### src/rtl/spi_flash_pkg.sv
// Shared opcodes, command encodings and sequencer states
// for the serial-flash command sequencer.
package spi_flash_pkg;

  localparam logic [7:0] OPC_WREN = 8'h06;
  localparam logic [7:0] OPC_READ = 8'h03;
  localparam logic [7:0] OPC_PP   = 8'h02;
  localparam logic [7:0] OPC_SE   = 8'h20;
  localparam logic [7:0] OPC_RDSR = 8'h05;

  typedef enum logic [1:0] {
    OP_READ  = 2'd0,
    OP_PROG  = 2'd1,
    OP_ERASE = 2'd2,
    OP_RSVD  = 2'd3
  } op_e;

  typedef enum logic [2:0] {
    S_IDLE,
    S_WREN,
    S_GAP,
    S_CMD,
    S_ADDR,
    S_DATA,
    S_POLL,
    S_FIN
  } state_e;

endpackage

### src/rtl/spi_flash_ctrl.sv
// Serial-flash command sequencer: READ, PAGE PROGRAM and
// SECTOR ERASE on top of a byte-level SPI master.
module spi_flash_ctrl
  import spi_flash_pkg::*;
#(
  parameter int CS_GAP   = 8,
  parameter int POLL_MAX = 2**20,
  parameter int ADDR_W   = 24
) (
  input  logic              clk,
  input  logic              rst_n,
  input  logic              cmd_valid,
  output logic              cmd_ready,
  input  logic [1:0]        cmd_op,
  input  logic [ADDR_W-1:0] cmd_addr,
  input  logic [8:0]        cmd_len,
  input  logic [7:0]        wr_data,
  output logic              wr_ack,
  output logic [7:0]        rd_data,
  output logic              rd_valid,
  output logic              busy,
  output logic              op_done,
  output logic              op_err,
  output logic              spi_req,
  output logic [7:0]        spi_tx,
  input  logic [7:0]        spi_rx,
  input  logic              spi_done
);

  localparam int GW = $clog2(CS_GAP);
  localparam int PW = $clog2(POLL_MAX);

  state_e            st, st_d, nx, nx_d;
  op_e               op, op_d;
  logic [ADDR_W-1:0] addr, addr_d;
  logic [23:0]       a24;
  logic [8:0]        len, len_d, cnt, cnt_d;
  logic [GW-1:0]     gcnt, gcnt_d;
  logic [PW-1:0]     pcnt, pcnt_d;
  logic              err, err_d, ld;
  logic              req_d, rdv_d, ack_d;
  logic              done_d, oerr_d;
  logic [7:0]        tx_d, rdd_d;
  logic              dn;

  assign a24       = 24'(addr);
  assign dn        = spi_done & spi_req;
  assign cmd_ready = (st == S_IDLE);
  assign busy      = (st != S_IDLE);

  always_comb begin
    st_d   = st;
    nx_d   = nx;
    op_d   = op;
    addr_d = addr;
    len_d  = len;
    cnt_d  = cnt;
    gcnt_d = gcnt;
    pcnt_d = pcnt;
    err_d  = err;
    req_d  = spi_req;
    tx_d   = spi_tx;
    rdd_d  = rd_data;
    rdv_d  = 1'b0;
    ack_d  = 1'b0;
    // program byte arrives one cycle after wr_ack
    if (ld) tx_d = wr_data;
    unique case (st)
      S_IDLE: begin
        if (cmd_valid) begin
          op_d   = op_e'(cmd_op);
          addr_d = cmd_addr;
          len_d  = (cmd_len == 9'd0) ? 9'd256 : cmd_len;
          cnt_d  = '0;
          pcnt_d = '0;
          err_d  = 1'b0;
          case (op_e'(cmd_op))
            OP_READ: begin
              st_d = S_CMD;
              tx_d = OPC_READ;
            end
            OP_PROG, OP_ERASE: begin
              st_d = S_WREN;
              tx_d = OPC_WREN;
            end
            default: begin
              st_d  = S_FIN;
              err_d = 1'b1;
            end
          endcase
        end
      end
      S_WREN: begin
        if (!spi_req) begin
          req_d = 1'b1;
        end else if (dn) begin
          req_d  = 1'b0;
          st_d   = S_GAP;
          nx_d   = S_CMD;
          gcnt_d = '0;
          tx_d   = (op == OP_PROG) ? OPC_PP : OPC_SE;
        end
      end
      S_GAP: begin
        if (gcnt == GW'(CS_GAP - 1)) begin
          st_d  = nx;
          req_d = 1'b1;
          cnt_d = 9'd1;
        end else begin
          gcnt_d = gcnt + 1'b1;
        end
      end
      S_CMD: begin
        if (!spi_req) begin
          req_d = 1'b1;
        end else if (dn) begin
          tx_d  = a24[23:16];
          cnt_d = 9'd2;
          st_d  = S_ADDR;
        end
      end
      S_ADDR: begin
        if (dn) begin
          if (cnt != 9'd0) begin
            tx_d  = (cnt == 9'd2) ? a24[15:8] : a24[7:0];
            cnt_d = cnt - 9'd1;
          end else if (op == OP_ERASE) begin
            req_d  = 1'b0;
            st_d   = S_GAP;
            nx_d   = S_POLL;
            gcnt_d = '0;
            tx_d   = OPC_RDSR;
          end else begin
            st_d  = S_DATA;
            cnt_d = len;
            tx_d  = 8'h00;
            ack_d = (op == OP_PROG);
          end
        end
      end
      S_DATA: begin
        if (dn) begin
          cnt_d = cnt - 9'd1;
          if (op == OP_READ) begin
            rdd_d = spi_rx;
            rdv_d = 1'b1;
          end
          if (cnt == 9'd1) begin
            req_d = 1'b0;
            if (op == OP_READ) begin
              st_d = S_FIN;
            end else begin
              st_d   = S_GAP;
              nx_d   = S_POLL;
              gcnt_d = '0;
              tx_d   = OPC_RDSR;
            end
          end else begin
            ack_d = (op == OP_PROG);
          end
        end
      end
      S_POLL: begin
        // cnt=1 marks the RDSR opcode byte still in flight
        if (dn) begin
          if (cnt != 9'd0) begin
            cnt_d = '0;
            tx_d  = 8'h00;
          end else if (!spi_rx[0]) begin
            req_d = 1'b0;
            st_d  = S_FIN;
          end else if (pcnt == PW'(POLL_MAX - 1)) begin
            req_d = 1'b0;
            st_d  = S_FIN;
            err_d = 1'b1;
          end else begin
            pcnt_d = pcnt + 1'b1;
          end
        end
      end
      S_FIN: st_d = S_IDLE;
      default: st_d = S_IDLE;
    endcase
    done_d = (st_d == S_FIN);
    oerr_d = done_d & err_d;
  end

  always_ff @(posedge clk or negedge rst_n) begin
    if (!rst_n) begin
      st       <= S_IDLE;
      nx       <= S_IDLE;
      op       <= OP_READ;
      addr     <= '0;
      len      <= '0;
      cnt      <= '0;
      gcnt     <= '0;
      pcnt     <= '0;
      err      <= 1'b0;
      ld       <= 1'b0;
      spi_req  <= 1'b0;
      spi_tx   <= '0;
      rd_data  <= '0;
      rd_valid <= 1'b0;
      wr_ack   <= 1'b0;
      op_done  <= 1'b0;
      op_err   <= 1'b0;
    end else begin
      st       <= st_d;
      nx       <= nx_d;
      op       <= op_d;
      addr     <= addr_d;
      len      <= len_d;
      cnt      <= cnt_d;
      gcnt     <= gcnt_d;
      pcnt     <= pcnt_d;
      err      <= err_d;
      ld       <= wr_ack;
      spi_req  <= req_d;
      spi_tx   <= tx_d;
      rd_data  <= rdd_d;
      rd_valid <= rdv_d;
      wr_ack   <= ack_d;
      op_done  <= done_d;
      op_err   <= oerr_d;
    end
  end

endmodule

### config.mk
export PLATFORM = sky130hd
export DESIGN_NAME = spi_flash_ctrl
export DESIGN_NICKNAME = d
export VERILOG_FILES = /design/src/rtl/spi_flash_pkg.sv /design/src/rtl/spi_flash_ctrl.sv
export SDC_FILE = /design/constraint.sdc
export NUM_CORES = 1
export LEC_CHECK = 0
export ABC_AREA = 1
export BUFFER_PORTS_ARGS = -buffer_cell sky130_fd_sc_hd__buf_2
export CELL_PAD_IN_SITES_DETAIL_PLACEMENT = 1
export CELL_PAD_IN_SITES_GLOBAL_PLACEMENT = 1
export CORE_UTILIZATION = 42
export DETAILED_ROUTE_END_ITERATION = 12
export PLACE_DENSITY = 0.9
export SYNTH_ARGS = -nofsm -noshare
export SYNTH_HDL_FRONTEND = slang
export SYNTH_SLANG_ARGS = --single-unit
### constraint.sdc
create_clock -name clk -period 2.4 [get_ports clk]
set_clock_uncertainty 0.2 [all_clocks]
set_input_delay 0.72 -clock clk [delete_from_list [all_inputs] [get_ports clk]]
set_output_delay 0.72 -clock clk [all_outputs]
set_load 0.01 [all_outputs]
# Word-level counts from Yosys, hierarchy flattened
# Index checks and enable logic that the tools add are counted.
# word_totals
ff_bits	96
word_cells	180
# op_classes
add_sub_neg	3
n_eq_ne	36
n_mux	102
bitwise	2
reduce_logical	20
# ops
op	n
2-to-1 mux 8 bit	14
2-to-1 mux 3 bit	34
2-to-1 mux 20 bit	5
2-to-1 mux 9 bit	11
case mux 9 bit (6 select lines)	1
case mux 8 bit (6 select lines)	1
case mux 20 bit (2 select lines)	1
!= test 2 bit (second input constant)	18
AND reduction 10 bit	3
2-to-1 mux 1 bit	26
case mux 3 bit (8 select lines)	1
adder 20 x 1 -> 20 bit (second input constant)	1
equality test 20 bit (second input constant)	1
equality test 3 bit (second input constant)	6
case mux 8 bit (2 select lines)	1
case mux 3 bit (4 select lines)	1
nonzero test 6 bit	2
equality test 9 x 1 -> 1 bit (second input constant)	1
equality test 9 x 2 -> 1 bit (second input constant)	1
logical NOT 9 bit	1
case mux 3 bit (3 select lines)	1
AND reduction 9 bit	1
nonzero test 9 bit	1
subtractor 9 x 1 -> 9 bit (second input constant)	1
21 further kinds	29

# Longest topological paths before layout
# logic_depth
ltp_word	8
mapped_depth	13

# Worst setup path before layout
# Ideal clock, no wire load.
# synth_path
path_kind	input to register
start	input spi_done
end	register pcnt[13]
setup_ns	0.121
arrival_time_ns	1.797
path_slack_ns	0.282
stages	11
path_buffers	2
cell_sequence	nand2_1 > inv_1 > nand2_2 > nand2_1 > nand3b_1 > nor2_2 > buf_6 > inv_2 > buf_6 > nand2_1 > o21ai_1
# synth_between
elab_chain_len	3
# synth_lines
item	line_no	text
from (decl)	spi_flash_ctrl.sv:27	input logic spi_done
bitwise AND 1 bit	spi_flash_ctrl.sv:47	assign dn = spi_done & spi_req;
!= test 2 bit (no line)	--	
AND reduction 6 bit (no line)	--	
to (signal assigned)	spi_flash_ctrl.sv:215	pcnt <= pcnt_d;
to (decl)	spi_flash_ctrl.sv:39	logic [PW-1:0] pcnt, pcnt_d;
# Every way passes these cells.
# A chain may end at the register's enable or synchronous reset.

# Worst setup path in the final report
# layout_path
start	register st[0]
end	output cmd_ready
# layout_between
elab_chain_len	1
# layout_lines
item	line_no	text
from (decl)	spi_flash_ctrl.sv:33	state_e st, st_d, nx, nx_d;
from (signal assigned)	spi_flash_ctrl.sv:208	st <= st_d;
logical NOT 3 bit	spi_flash_ctrl.sv:48	assign cmd_ready = (st == S_IDLE);
to (decl)	spi_flash_ctrl.sv:13	output logic cmd_ready,
# Every way passes these cells.

==> key figures <==
Status
  • Outcome: finished clean

Worst setup path
  • Worst R2R Setup Slack: 150 ps
  • CP max FO: 5
  • R2R cell count: 9
  • Crit path largest cell delay: 460 ps
  • Slowest cell on crit path: dfrtp_1
  • Startpoint types: flip-flop
  • FF-to-FF Start: st[0]
  • Arrival time at the worst endpoint: 1390 ps
  • Required @ worst endpoint: 1480 ps
  • Crit Reg-Reg Endpoint: rd_data[1]
  • Setup CP Type: flip-flop to primary output
  • Cell Chain, Critical Path: nor2_1, nand2_2, inv_2, buf_2
  • CP Capture Type: primary output

Logic synthesis
  • Largest family of logic cells by synthesized area: simple AND/OR/NAND/NOR gates
  • Syn Nets: 819
  • Most common cell in the synthesized netlist: nand2_1
  • Proportion of synthesized area in mux cells: 0.370%
  • Register area share after synthesis: 44.3%
  • Most area-consuming cells after synthesis: dfrtp_1 44%, nand2_1 20%, nor2_1 4.7%
  • Top FF cell, synth: dfrtp_1
  • Post-synthesis xor/xnor area fraction: 1.94%
  • Post-synth EDFFs: 0
  • Syn Inst Count: 754
  • Simple-gate area share of the yosys netlist: 34.5%
  • Warnings, synthesis: 0
  • Area share of the largest cell type after synthesis: 44.3%
  • Cell taking the most area after synthesis: dfrtp_1
  • Synth cell count leaders: 289 x nand2_1, 96 x dfrtp_1, 68 x nor2_1, 65 x inv_1, 43 x o21ai_0
  • Adder-cell area share of the yosys netlist: 2.31%
  • Asr flop ratio synth: 100%
  • Synth cell types: 37
  • Syn_area_per_cell: 7.19 sq um
  • Post-synthesis compound-gate area fraction: 9.40%
  • Cell area after synthesis: 5420 sq um
  • Synthesized flop and latch total: 96

Floorplan
  • Die Ht: 116 um
  • Core area: 12,600 sq um
  • DIE AREA: 13,400 sq um
  • Starting Density: 42.9%
  • Die Span X: 116 um
  • Placement Rows: 41
  • Ports: 78

STA
  • Final Cycle Share: 96.2%
  • Fmax: 0.433 GHz
  • RSZ-0062 raised after global routing: false
  • Hold Vio Cnt, Final: 0
  • Worst slew pin tran: 656 ps
  • Relative slew slack: 55.8%
  • Fin crit period: 2310 ps
  • Max Slew Vio Count: 0
  • Setup TNS: 0 ps
  • Final setup fails: 0

Route
  • Drt pass-1 iters: 5
  • First-iteration detailed-routing DRC count: 236
  • Via count: 5,325
  • DRC: 0
  • Via density: 5.23
  • Detail Route Antenna Nets: 0
  • Total Routed Length: 16,200 um
  • Wire per inst: 15.9 um

Clock network
  • Cts bufs inserted: 9
  • Clk pin slew, worst setup/hold paths: 70 ps
  • CTS tree: done
  • Root Buffer: clkbuf_16
  • CTS Hold Buffers Added: 0
  • Post_cts resized: 0
  • Clock buffer depth: 2
  • H-tree depth: 3
  • Clock sink count: 96
  • Post-CTS setup buffer count: 0
  • Worst skew pair latency: 360 ps

Power
  • Switch Pwr: 3.25 mW
  • Gate power share: 46.3%
  • Clock Power Share: 18.8%
  • P_int: 3.95 mW
  • PD cells: 1130 nW/um^2
  • Peak supply drop: 0.694 mV
  • Sw Share: 45.1%
  • Seq pwr share: 34.9%
  • Leakage: 3.33 nW

Global routing
  • Initial antenna violation count: 0
  • Gr ovfl total: 0
  • Largest net degree at the start of global routing: 43
  • Number of global-route vias before repair: 5,536
  • First-pass GRT wire length: 26,700 um
  • Total GRT Usage: 26.2%

Layout
  • Layout cells sized above 1: 17.5%
  • Ant diodes: 0
  • Nets: 908
  • Util after Layout: 50.5%
  • Syn-to-layout area delta: 17.7%
  • Post-route insts no fill: 1,019

Place
  • Post-DP HPWL: 12,300 um
  • Routability cong.: 0.906
  • Placed cells: 1,004
  • Port bufs: 77

Run
  • Max Cap Viol: 0

Min path
  • HP Class: input port to async pin
==> cell usage in the layout, fill, tap and decap left out, types with 2 or more instances in the layout <==
master and n:
or2_2 4, a22oi_1 6, o21ai_1 17, dfrtp_1 95, nand3_1 42, inv_1 65, o21ai_0 43, buf_12 2
xor2_1 12, nand3b_1 2, buf_2 76, a31oi_1 3, o22ai_1 2, inv_2 11, clkinv_4 2, mux2i_1 2
nor2_4 4, nand2_1 287, nor2_1 67, nor2_2 6, nand2_2 6, nor3_1 10, clkinvlp_4 2, clkbuf_16 9
nand4_1 15, o211ai_1 2, buf_4 18, a21oi_1 13, ha_1 10
==> stage by stage <==
stage                     power (mW)  setup slack, ps  area [sq um]  hold slack (ps)
after floorplan                 4.67              282          5420              216
after global placement          5.62              154          6090              178
after detailed placement        5.78              122          6090              193
after CTS                       7.19             65.5          6360             41.0
after global routing            7.77             7.55          6380             45.8
final                           7.19             92.3          6380             36.7
==> power by group through the flow <==
stage	registers, mW	clock network, mW	logic (mW)
6_report	2.51	1.35	3.33
5_1_grt	2.57	1.44	3.76
4_1_cts	2.50	1.38	3.31
3_5_place_dp	2.52	0	3.26
3_3_place_gp	2.50	0	3.11
2_1_floorplan	2.48	0	2.19
==> cell type report <==
cell class / count / area, sq um
Sequential cell: 96 / 2400
Inverter: 76 / 285
Tap cell: 172 / 215
Multi-Input combinational cell: 563 / 2640
Clock buffer: 9 / 225
Clock inverter: 6 / 46.3
Timing Repair Buffer: 97 / 567
Fill cell: 1682 / 6240
==> registers in the layout, summed over array words and instances (netlist names), 2 cells and up <==
register,flops
st,3
pcnt,20
op,2
gcnt,3
cnt,9
rd_data,8
nx,3
len,9
spi_tx,8
a24,24
==> critical path, delay by kind of cell (launching register included) <==
| family | cells | cell delay (ps) |
|---|---|---|
| simple gates | 2 | 320 |
| flops | 1 | 460 |
| buf+inv | 2 | 240 |
==> routing by layer <==
| layer | vias to the layer above | part of all wire (%) | GRT usage [%] |
|---|---|---|---|
| met1 | 2593 | 44 | 32.2 |
| met3 | 31 | 4.9 | 5.96 |
| li1 | 2574 | - | - |
| met5 | - | 0 | 0 |
| met4 | 0 | 1.9 | 9.18 |
| met2 | 127 | 49 | 45.1 |
==> kinds of logic after synthesis <==
logic type               Yosys count
XOR/XNOR                          12
multiplexers                       2
flip-flops                        96
adder cells (fa/ha/maj)           10
AO/OA/AOI/OAI                     92
AND/OR/NAND/NOR                  447
buffers and inverters             95
==> how the worst max path moves through the flow <==
stage               slack, ps  startpoint  cells after the start    endpoint
finish                     90       st[0]                      4   cmd_ready
global route                8       st[0]                      9  rd_data[1]
CTS                        70       st[2]                      4   cmd_ready
detailed placement        120   cmd_op[0]                     10   spi_tx[3]
global placement          150   cmd_op[0]                     10   spi_tx[3]
floorplan                 280    spi_done                     11    pcnt[13]
No activity file was read; power rests on OpenSTA's default activity.
